==> config.mk <==
export PLATFORM = sky130hd
export DESIGN_NAME = bram_port_arbiter_flat
export DESIGN_NICKNAME = d
export VERILOG_FILES = /design/src/rtl/bram_port_arbiter_if.sv /design/src/rtl/bram_port_arbiter.sv /design/src/flat_wrapper.sv
export SDC_FILE = /design/constraint.sdc
export NUM_CORES = 1
export LEC_CHECK = 0
export BUFFER_PORTS_ARGS = -buffer_cell sky130_fd_sc_hd__buf_2
export CAP_MARGIN = 25
export CORE_MARGIN = 5
export CORE_UTILIZATION = 49
export DETAILED_ROUTE_END_ITERATION = 10
export PLACE_DENSITY = 0.95
export SYNTH_ARGS = -nofsm -noshare
export SYNTH_HDL_FRONTEND = slang
export SYNTH_SLANG_ARGS = --single-unit
==> constraint.sdc <==
create_clock -name clkb -period 4.8 [get_ports clkb]
set_input_delay 0.72 -clock clkb [delete_from_list [all_inputs] [get_ports clkb]]
set_output_delay 0.72 -clock clkb [all_outputs]
set_load 0.05 [all_outputs]
==> src/rtl/bram_port_arbiter_if.sv <==
// bram_port_arbiter_if: one requester's request/response channel to the
// BRAM port arbiter. The requester uses the master modport and the arbiter
// uses the slave modport.
interface bram_port_arbiter_if;
    logic        req;
    logic        ready;
    logic [3:0]  we;
    logic [31:0] addr;
    logic [31:0] wdata;
    logic        rvalid;
    logic [31:0] rdata;
    logic        err;

    modport master (output req, we, addr, wdata, input  ready, rvalid, rdata, err);
    modport slave  (input  req, we, addr, wdata, output ready, rvalid, rdata, err);
endinterface

==> src/rtl/bram_port_arbiter.sv <==
// bram_port_arbiter: shares data-memory BRAM port B between the load/store
// unit (m0) and the debug loader (m1) using round-robin arbitration. It also
// sequences a whole-memory clear through the BRAM rstb input.
// Optional feature: define BRAM_ARB_RANGE_CHK_EN to keep accesses with
// addr[31:2] >= MEM_DEPTH away from the BRAM and flag them with mX_err.
module bram_port_arbiter #(
    parameter int unsigned MEM_DEPTH = 1096,
    parameter bit          RR_INIT   = 1'b0
) (
    input  logic               clkb,
    input  logic               rstb_n,
    bram_port_arbiter_if.slave m0,
    bram_port_arbiter_if.slave m1,
    input  logic               clr_req,
    output logic               clr_done,
    output logic               busy,
    output logic               enb,
    output logic               rstb,
    output logic [3:0]         web,
    output logic [31:0]        addrb,
    output logic [31:0]        dinb,
    input  logic [31:0]        doutb,
    input  logic               rstb_busy
);

`ifdef BRAM_ARB_RANGE_CHK_EN
    localparam bit RANGE_CHK = 1'b1;
`else
    localparam bit RANGE_CHK = 1'b0;
`endif

    typedef enum logic [2:0] {IDLE, ACCESS, RESP, CLEAR, CLR_WAIT} state_t;

    state_t      state_q, state_d;
    logic        rr_prio_q;          // requester that wins the next tie
    logic        owner_q;            // requester of the transaction in flight
    logic        oor_q;              // transaction in flight is out of range
    logic [31:0] hold0_q, hold1_q;   // last response data per requester

    logic        accept_pt, accept, grant, sel_oor;
    logic [3:0]  sel_we;
    logic [31:0] sel_addr, sel_wdata, resp_data;
    logic        rv0, rv1;

    // Arbitration, request selection and next-state decode.
    always_comb begin
        // NOTE: every signal driven here gets a default first, so no path through the block can infer a latch.
        state_d   = state_q;
        accept_pt = (state_q == IDLE) || (state_q == RESP);
        grant     = (m0.req && m1.req) ? rr_prio_q : m1.req;
        accept    = accept_pt && !clr_req && (m0.req || m1.req);
        sel_we    = grant ? m1.we    : m0.we;
        sel_addr  = grant ? m1.addr  : m0.addr;
        sel_wdata = grant ? m1.wdata : m0.wdata;
        sel_oor   = RANGE_CHK && ({2'b00, sel_addr[31:2]} >= 32'(MEM_DEPTH));

        unique case (state_q)
            IDLE, RESP: begin
                if (clr_req)     state_d = CLEAR;
                else if (accept) state_d = ACCESS;
                else             state_d = IDLE;
            end
            ACCESS:   state_d = RESP;
            CLEAR:    state_d = CLR_WAIT;
            CLR_WAIT: if (!rstb_busy) state_d = IDLE;
            default:  state_d = IDLE;
        endcase
    end

    // Requester handshake and response outputs, plus the status outputs.
    always_comb begin
        rv0       = (state_q == RESP) && !owner_q;
        rv1       = (state_q == RESP) &&  owner_q;
        resp_data = oor_q ? 32'd0 : doutb;
        m0.ready  = accept && !grant;
        m1.ready  = accept &&  grant;
        m0.rvalid = rv0;
        m1.rvalid = rv1;
        m0.rdata  = rv0 ? resp_data : hold0_q;
        m1.rdata  = rv1 ? resp_data : hold1_q;
        m0.err    = rv0 && oor_q;
        m1.err    = rv1 && oor_q;
        clr_done  = (state_q == CLR_WAIT) && !rstb_busy;
        busy      = (state_q != IDLE);
    end

    // State, round-robin pointer, captured request and registered BRAM drive.
    always_ff @(posedge clkb or negedge rstb_n) begin
        if (!rstb_n) begin
            // NOTE: the data registers are reset only because the outputs they feed must read 0 out of reset.
            state_q   <= IDLE;
            rr_prio_q <= RR_INIT;
            owner_q   <= 1'b0;
            oor_q     <= 1'b0;
            hold0_q   <= '0;
            hold1_q   <= '0;
            enb       <= 1'b0;
            rstb      <= 1'b0;
            web       <= '0;
            addrb     <= '0;
            dinb      <= '0;
        end else begin
            // NOTE: non-blocking assignments make every register here sample its pre-edge inputs.
            state_q <= state_d;
            rstb    <= (state_d == CLEAR);
            if (accept) begin
                owner_q   <= grant;
                oor_q     <= sel_oor;
                rr_prio_q <= !grant;
                enb       <= !sel_oor;
                web       <= sel_oor ? 4'b0000 : sel_we;
                addrb     <= sel_addr;
                dinb      <= sel_wdata;
            end else begin
                enb <= 1'b0;
                web <= 4'b0000;
            end
            if (rv0) hold0_q <= resp_data;
            if (rv1) hold1_q <= resp_data;
        end
    end

endmodule

==> src/flat_wrapper.sv <==
// flat-port wrapper written by rule: the top's interface ports become plain ports
module bram_port_arbiter_flat 
#(
    parameter int unsigned MEM_DEPTH = 1096,
    parameter bit          RR_INIT   = 1'b0
)
  (clkb, rstb_n, clr_req, clr_done, busy, enb, rstb, web, addrb, dinb, doutb, rstb_busy, m0_req, m0_we, m0_addr, m0_wdata, m0_ready, m0_rvalid, m0_rdata, m0_err, m1_req, m1_we, m1_addr, m1_wdata, m1_ready, m1_rvalid, m1_rdata, m1_err);
  bram_port_arbiter_if m0_i ();
  bram_port_arbiter_if m1_i ();
  input  logic clkb;
  input  logic rstb_n;
  input  logic clr_req;
  output logic clr_done;
  output logic busy;
  output logic enb;
  output logic rstb;
  output logic [3:0] web;
  output logic [31:0] addrb;
  output logic [31:0] dinb;
  input  logic [31:0] doutb;
  input  logic rstb_busy;
  input wire logic [$bits(m0_i.req)-1:0] m0_req;
  input wire logic [$bits(m0_i.we)-1:0] m0_we;
  input wire logic [$bits(m0_i.addr)-1:0] m0_addr;
  input wire logic [$bits(m0_i.wdata)-1:0] m0_wdata;
  output wire logic [$bits(m0_i.ready)-1:0] m0_ready;
  output wire logic [$bits(m0_i.rvalid)-1:0] m0_rvalid;
  output wire logic [$bits(m0_i.rdata)-1:0] m0_rdata;
  output wire logic [$bits(m0_i.err)-1:0] m0_err;
  input wire logic [$bits(m1_i.req)-1:0] m1_req;
  input wire logic [$bits(m1_i.we)-1:0] m1_we;
  input wire logic [$bits(m1_i.addr)-1:0] m1_addr;
  input wire logic [$bits(m1_i.wdata)-1:0] m1_wdata;
  output wire logic [$bits(m1_i.ready)-1:0] m1_ready;
  output wire logic [$bits(m1_i.rvalid)-1:0] m1_rvalid;
  output wire logic [$bits(m1_i.rdata)-1:0] m1_rdata;
  output wire logic [$bits(m1_i.err)-1:0] m1_err;
  assign m0_i.req = m0_req;
  assign m0_i.we = m0_we;
  assign m0_i.addr = m0_addr;
  assign m0_i.wdata = m0_wdata;
  assign m0_ready = m0_i.ready;
  assign m0_rvalid = m0_i.rvalid;
  assign m0_rdata = m0_i.rdata;
  assign m0_err = m0_i.err;
  assign m1_i.req = m1_req;
  assign m1_i.we = m1_we;
  assign m1_i.addr = m1_addr;
  assign m1_i.wdata = m1_wdata;
  assign m1_ready = m1_i.ready;
  assign m1_rvalid = m1_i.rvalid;
  assign m1_rdata = m1_i.rdata;
  assign m1_err = m1_i.err;
  bram_port_arbiter #(.MEM_DEPTH(MEM_DEPTH), .RR_INIT(RR_INIT)) u_core (.clkb(clkb), .rstb_n(rstb_n), .m0(m0_i), .m1(m1_i), .clr_req(clr_req), .clr_done(clr_done), .busy(busy), .enb(enb), .rstb(rstb), .web(web), .addrb(addrb), .dinb(dinb), .doutb(doutb), .rstb_busy(rstb_busy));
endmodule
* Word-level counts from Yosys, hierarchy flattened
Index checks and enable logic that the tools add are counted.
** Word-level totals
- Register bits :: 139
- Input port bits :: 174
- Output and inout bits :: 142
- Logic and storage cells :: 44
** Operators by class
- Equality and inequality tests :: 5
- Multiplexer cells :: 12
- Reduce and logical (&&, ||, !) cells :: 17
** Operators by type and width (number)
- $mux W32 :: 4
- $pmux W3 S4 :: 1
- $eq A3 B2 Y1 const B :: 3
- $logic_and A1 B1 Y1 :: 8
- $mux W4 :: 2
- $mux W3 :: 2
- $logic_not A1 Y1 :: 4
- $eq A3 B1 Y1 const B :: 1
- $eq A3 B3 Y1 const B :: 1
- $logic_not A3 Y1 :: 1
- $mux W1 :: 3
- $reduce_bool A3 Y1 :: 1
- $logic_or A1 B1 Y1 :: 2
- $reduce_or A2 Y1 :: 1

* Logic depth before layout (Yosys ltp)
- Depth in word-level cells :: 8
- Gate-level depth with buffers :: 6
- Gate-level depth less buffers :: 3

* Worst setup path after synthesis
No wires, ideal clock.
- Kind :: input-to-output
- From :: input port clr_req
- To :: output port m1_ready
- Data arrival time :: 1.765 ns
- Data required time :: 4.080 ns
- Slack :: 2.315 ns
- Cell stages on the path :: 3
- Path buffers :: 1
- Path through :: or3_4 -> buf_6 -> nor3b_4
** Between the ends
- Word-level cells in the longest chain between the ends :: 4
** RTL lines
- start, declared :: line flat_wrapper.sv:12 : input logic clr_req;
- $logic_not A1 Y1 :: line bram_port_arbiter.sv:51 : accept = accept_pt && !clr_req && (m0.req || m1.req);
- $logic_and A1 B1 Y1 (2 in a row) :: line bram_port_arbiter.sv:51
- $logic_and A1 B1 Y1 :: line bram_port_arbiter.sv:76 : m1.ready = accept && grant;
- end, declared :: line flat_wrapper.sv:34 : output wire logic [$bits(m1_i.ready)-1:0] m1_ready;
No other way between the ends.

* Worst setup path after layout
- From :: register u_core.state_q[0]
- To :: output port m0_rdata[18]
** Between the ends
- Word-level cells in the longest chain between the ends :: 3
** RTL lines
- start, declared :: line bram_port_arbiter.sv:34 : state_t state_q, state_d;
- start signal, assigned :: line bram_port_arbiter.sv:104 : state_q <= state_d;
- $eq A3 B2 Y1 :: line bram_port_arbiter.sv:72 : rv0 = (state_q == RESP) && !owner_q;
- $logic_and A1 B1 Y1 :: line bram_port_arbiter.sv:72
- $mux W32 :: line bram_port_arbiter.sv:79 : m0.rdata = rv0 ? resp_data : hold0_q;
- end, declared :: line flat_wrapper.sv:28 : output wire logic [$bits(m0_i.rdata)-1:0] m0_rdata;
No other way between the ends.

==> out/results.txt <==
In this run the power density over the cells is 902 nW/um2. The achievable frequency is 325 MHz, and the total of cells resized after clock tree synthesis is 0. The repair_antennas step left the layout with diodes totalling 0. For this block, the initial DRC count from the detailed router was 449.

The tools report the remaining design rule violation count as 0. Prior to clock tree synthesis, the placed netlist has a worst setup slack of 2.19 ns. Compared with the post-synthesis result, the final layout area differs by 34.7%.

The number of unique standard cell types used by synthesis is 26, and the synthesized area is 6170 um2. For the worst-case clock buffer depth, the log shows 2. The fraction of power spent switching nets was 52.6%; the aggregate global-route resource usage was 24.5%. The fraction of power consumed by combinational cells is 57.5%, and the HPWL after detailed placement is 13.2 mm. The wire length per cell was 19.7 um; the data arrival at the endpoint of the critical path was 2.35 ns. The height of the chip came out at 122 um. The setup slack on the worst flop-to-flop path came out at 2.55 ns. The path class of the tightest hold or removal check is in2async. The tools report the sum of routed wire length over all layers as 18.7 mm. The number of buffers inserted during clock tree synthesis was 17.

The hold violation total from the final report was 0. Clock skew on the completed layout was measured at 0.00603 ns. Across all setup checks in the final design, the least slack found is 1.73 ns.

Leaving out fill and tap cells, the most frequent cells in the layout are buf_2, dfrtp_1, nand2_1. Mean area per synthesized cell: 13.1 um2. The logs give 942 for the net count reported at finish and 0 for the leftover overflow at the end of global routing. Initial antenna violation count: 0. The root cell of the clock tree was clkbuf_16. The worst setup path is of the reg2out kind. The logs give 66.6% for the utilization after layout and 5 for the number of optimization iterations in the first detailed-route pass. The final RePlAce weighted congestion is 0.821, and the data required time of the worst path is 4.08 ns. The number of warnings printed during yosys synthesis is 0. The number of global-route vias before repair was 5501; the leakage power was 4.10 nW.

The via density per instance is 5.51, and the part of the total power dissipated in the clock network is 15.7%. At the later pin of the worst-skew pair, clock insertion delay measures 0.41 ns. STA classifies the critical path startpoint as a register. The H-tree depth was 4. The library cell used most frequently in the layout, excluding fill and tap cells, is buf_2. Setup repair after global routing left no endpoint under its margin. The floorplan step set the die width to 122 um. In this run the count of I/O pins placed on the die edge is 316.

Measured against its own limit, the worst slew margin works out to 33.4%. The element type at the critical path end is an output pin. The layout cell share with drive strength beyond 1 works out to 60.1%. The total area inside the core boundary comes to 12500 um2. The biggest fanout along the worst timing path was 33.

Setup total negative slack on the finished layout was measured at 0 ns. For the portion of total power attributed to sequential cells, the log shows 26.8%. Dividing the final minimum period by the clock period gives 64.0%.

The worst path needs 3.07 ns of the cycle, external delays included. For this design the total switching power over the nets is 3.94 mW. The routed via count was 5244; the largest net degree at the start of global routing was 110. At the pin with the least slew margin, the transition time is 0.999 ns.

Once the floorplan was initialized, standard cells occupied 49.5% of the core. The internal power component is 3.55 mW, and the clock transition at the register clock pins on the worst setup and hold paths after CTS is 0.06 ns. Once detail routing completed, the nets flagged for antenna violations numbered 0. Number of buffers inserted to repair setup after CTS: 0. The tools report the number of rows in the core area as 41. Setup violations remaining at the end of the flow were counted as 0. The post-synthesis cell type with the largest combined area is dfrtp_1. CTS saw 139 sinks.

The largest voltage drop on the vdd net came out at 401 uV. After synthesis, the largest area contributor takes up 56.4% of total cell area. Sequential cells were found to cover 56.4% of the synthesized design area. The number of storage elements in the synthesis netlist is 139.

By area the synthesized netlist is led by dfrtp_1, mux2_2, a221o_1. During placement, the flow inserted port buffers numbering 313. The final-report max-slew violation count was 0. The cell count after synthesis came out at 472.

The number of buffers inserted for hold repair after clock tree synthesis was 0. Depth of the most critical reg-to-reg path: 4. The run finished with clean final reports. The floorplan step defined a die boundary enclosing 14900 um2.

The run gives 28.4 mm as the wire length of the first global-routing pass. TritonCTS built the clock tree. The number of maximum-capacitance constraint violations was 0.
metrics by stage:
stage | instance area, um2 | cells | hold WS, ns | power [mW]
after global placement | 7750 | 920 | 0.460 | 6.18
after detailed placement | 7750 | 920 | 0.483 | 6.30
after CTS | 8280 | 950 | 0.465 | 7.53
after global routing | 8300 | 951 | 0.0654 | 7.78
final | 8300 | 951 | 0.0878 | 7.49
after floorplan | 6170 | 473 | 0.424 | 5.35
per-layer routing:
| metal | vias up | global-route usage, % | routed length, um |
|---|---|---|---|
| met5 | - | 0 | 0 |
| met4 | 0 | 10.1 | 552 |
| met2 | 296 | 43.0 | 9730 |
| met1 | 2573 | 27.6 | 6540 |
| li1 | 2327 | - | - |
| met3 | 48 | 7.85 | 1880 |
state kept, by name, summed over array words and instances (netlist names):
signal / cells
u_core.rr_prio_q: 1
u_core.hold1_q: 32
u_core.enb: 1
u_core.rstb: 1
u_core.addrb: 32
u_core.hold0_q: 32
u_core.web: 4
u_core.owner_q: 1
u_core.state_q: 3
u_core.dinb: 32
synthesized netlist by cell type:
| library cell | n |
|---|---|
| buf_6 | 7 |
| nor3_2 | 51 |
| nor3b_4 | 1 |
| mux2_2 | 62 |
| nand2_1 | 66 |
| a32o_1 | 1 |
| a22o_1 | 4 |
| or3_4 | 1 |
| and3_1 | 1 |
| mux2i_1 | 1 |
| nor3_1 | 16 |
| dfrtp_1 | 139 |
| and2b_1 | 1 |
| mux2_1 | 2 |
| or3_1 | 1 |
| nor3b_1 | 1 |
| buf_2 | 11 |
| inv_1 | 4 |
| nor2_1 | 4 |
| a21oi_1 | 2 |
| nor4_4 | 2 |
| o21ai_1 | 1 |
| buf_4 | 12 |
| clkbuf_1 | 16 |
| a221o_1 | 64 |
| conb_1 | 1 |
critical path, stage by stage (launching register included):
cell and delay (ns):
dfrtp_1 0.53, nor4_4 0.32, buf_4 0.44, mux2_2 0.42, buf_2 0.22
kinds of logic after synthesis:
logic type,synth area share [%]
AOI/OAI and AO/OA,11.4
buffers and inverters,4.85
DFF,56.4
muxes,11.9
other,0.0608
and+or+nand+nor,15.5
power by group through the flow:
stage	logic, mW	clock network, mW	registers, mW
after floorplan	2.49	0	2.85
after global placement	4.21	0	1.97
after detailed placement	4.30	0	2.00
after CTS	4.33	1.20	2.00
after global routing	4.47	1.25	2.06
final	4.31	1.18	2.01
cell type report:
type	instances	area [um2]
fill	896	4160
multi-input combinational	284	2410
timing repair buffer	322	1660
tap	172	215
sequential	139	3480
clock buffer	22	454
inverter	4	15.0
clock inverter	8	72.6
final timing paths:
kind,to,from
worst min-delay path,u_core.addrb[22],rstb_n
max in group asynchronous,u_core.dinb[20],rstb_n
worst min register to register,u_core.hold0_q[21],u_core.hold0_q[21]
worst max register to register,u_core.addrb[11],u_core.state_q[2]
min in group clkb,u_core.hold0_q[21],u_core.hold0_q[21]
worst max-delay path,m0_rdata[18],u_core.state_q[0]
Power figures use the tool's default switching activity.
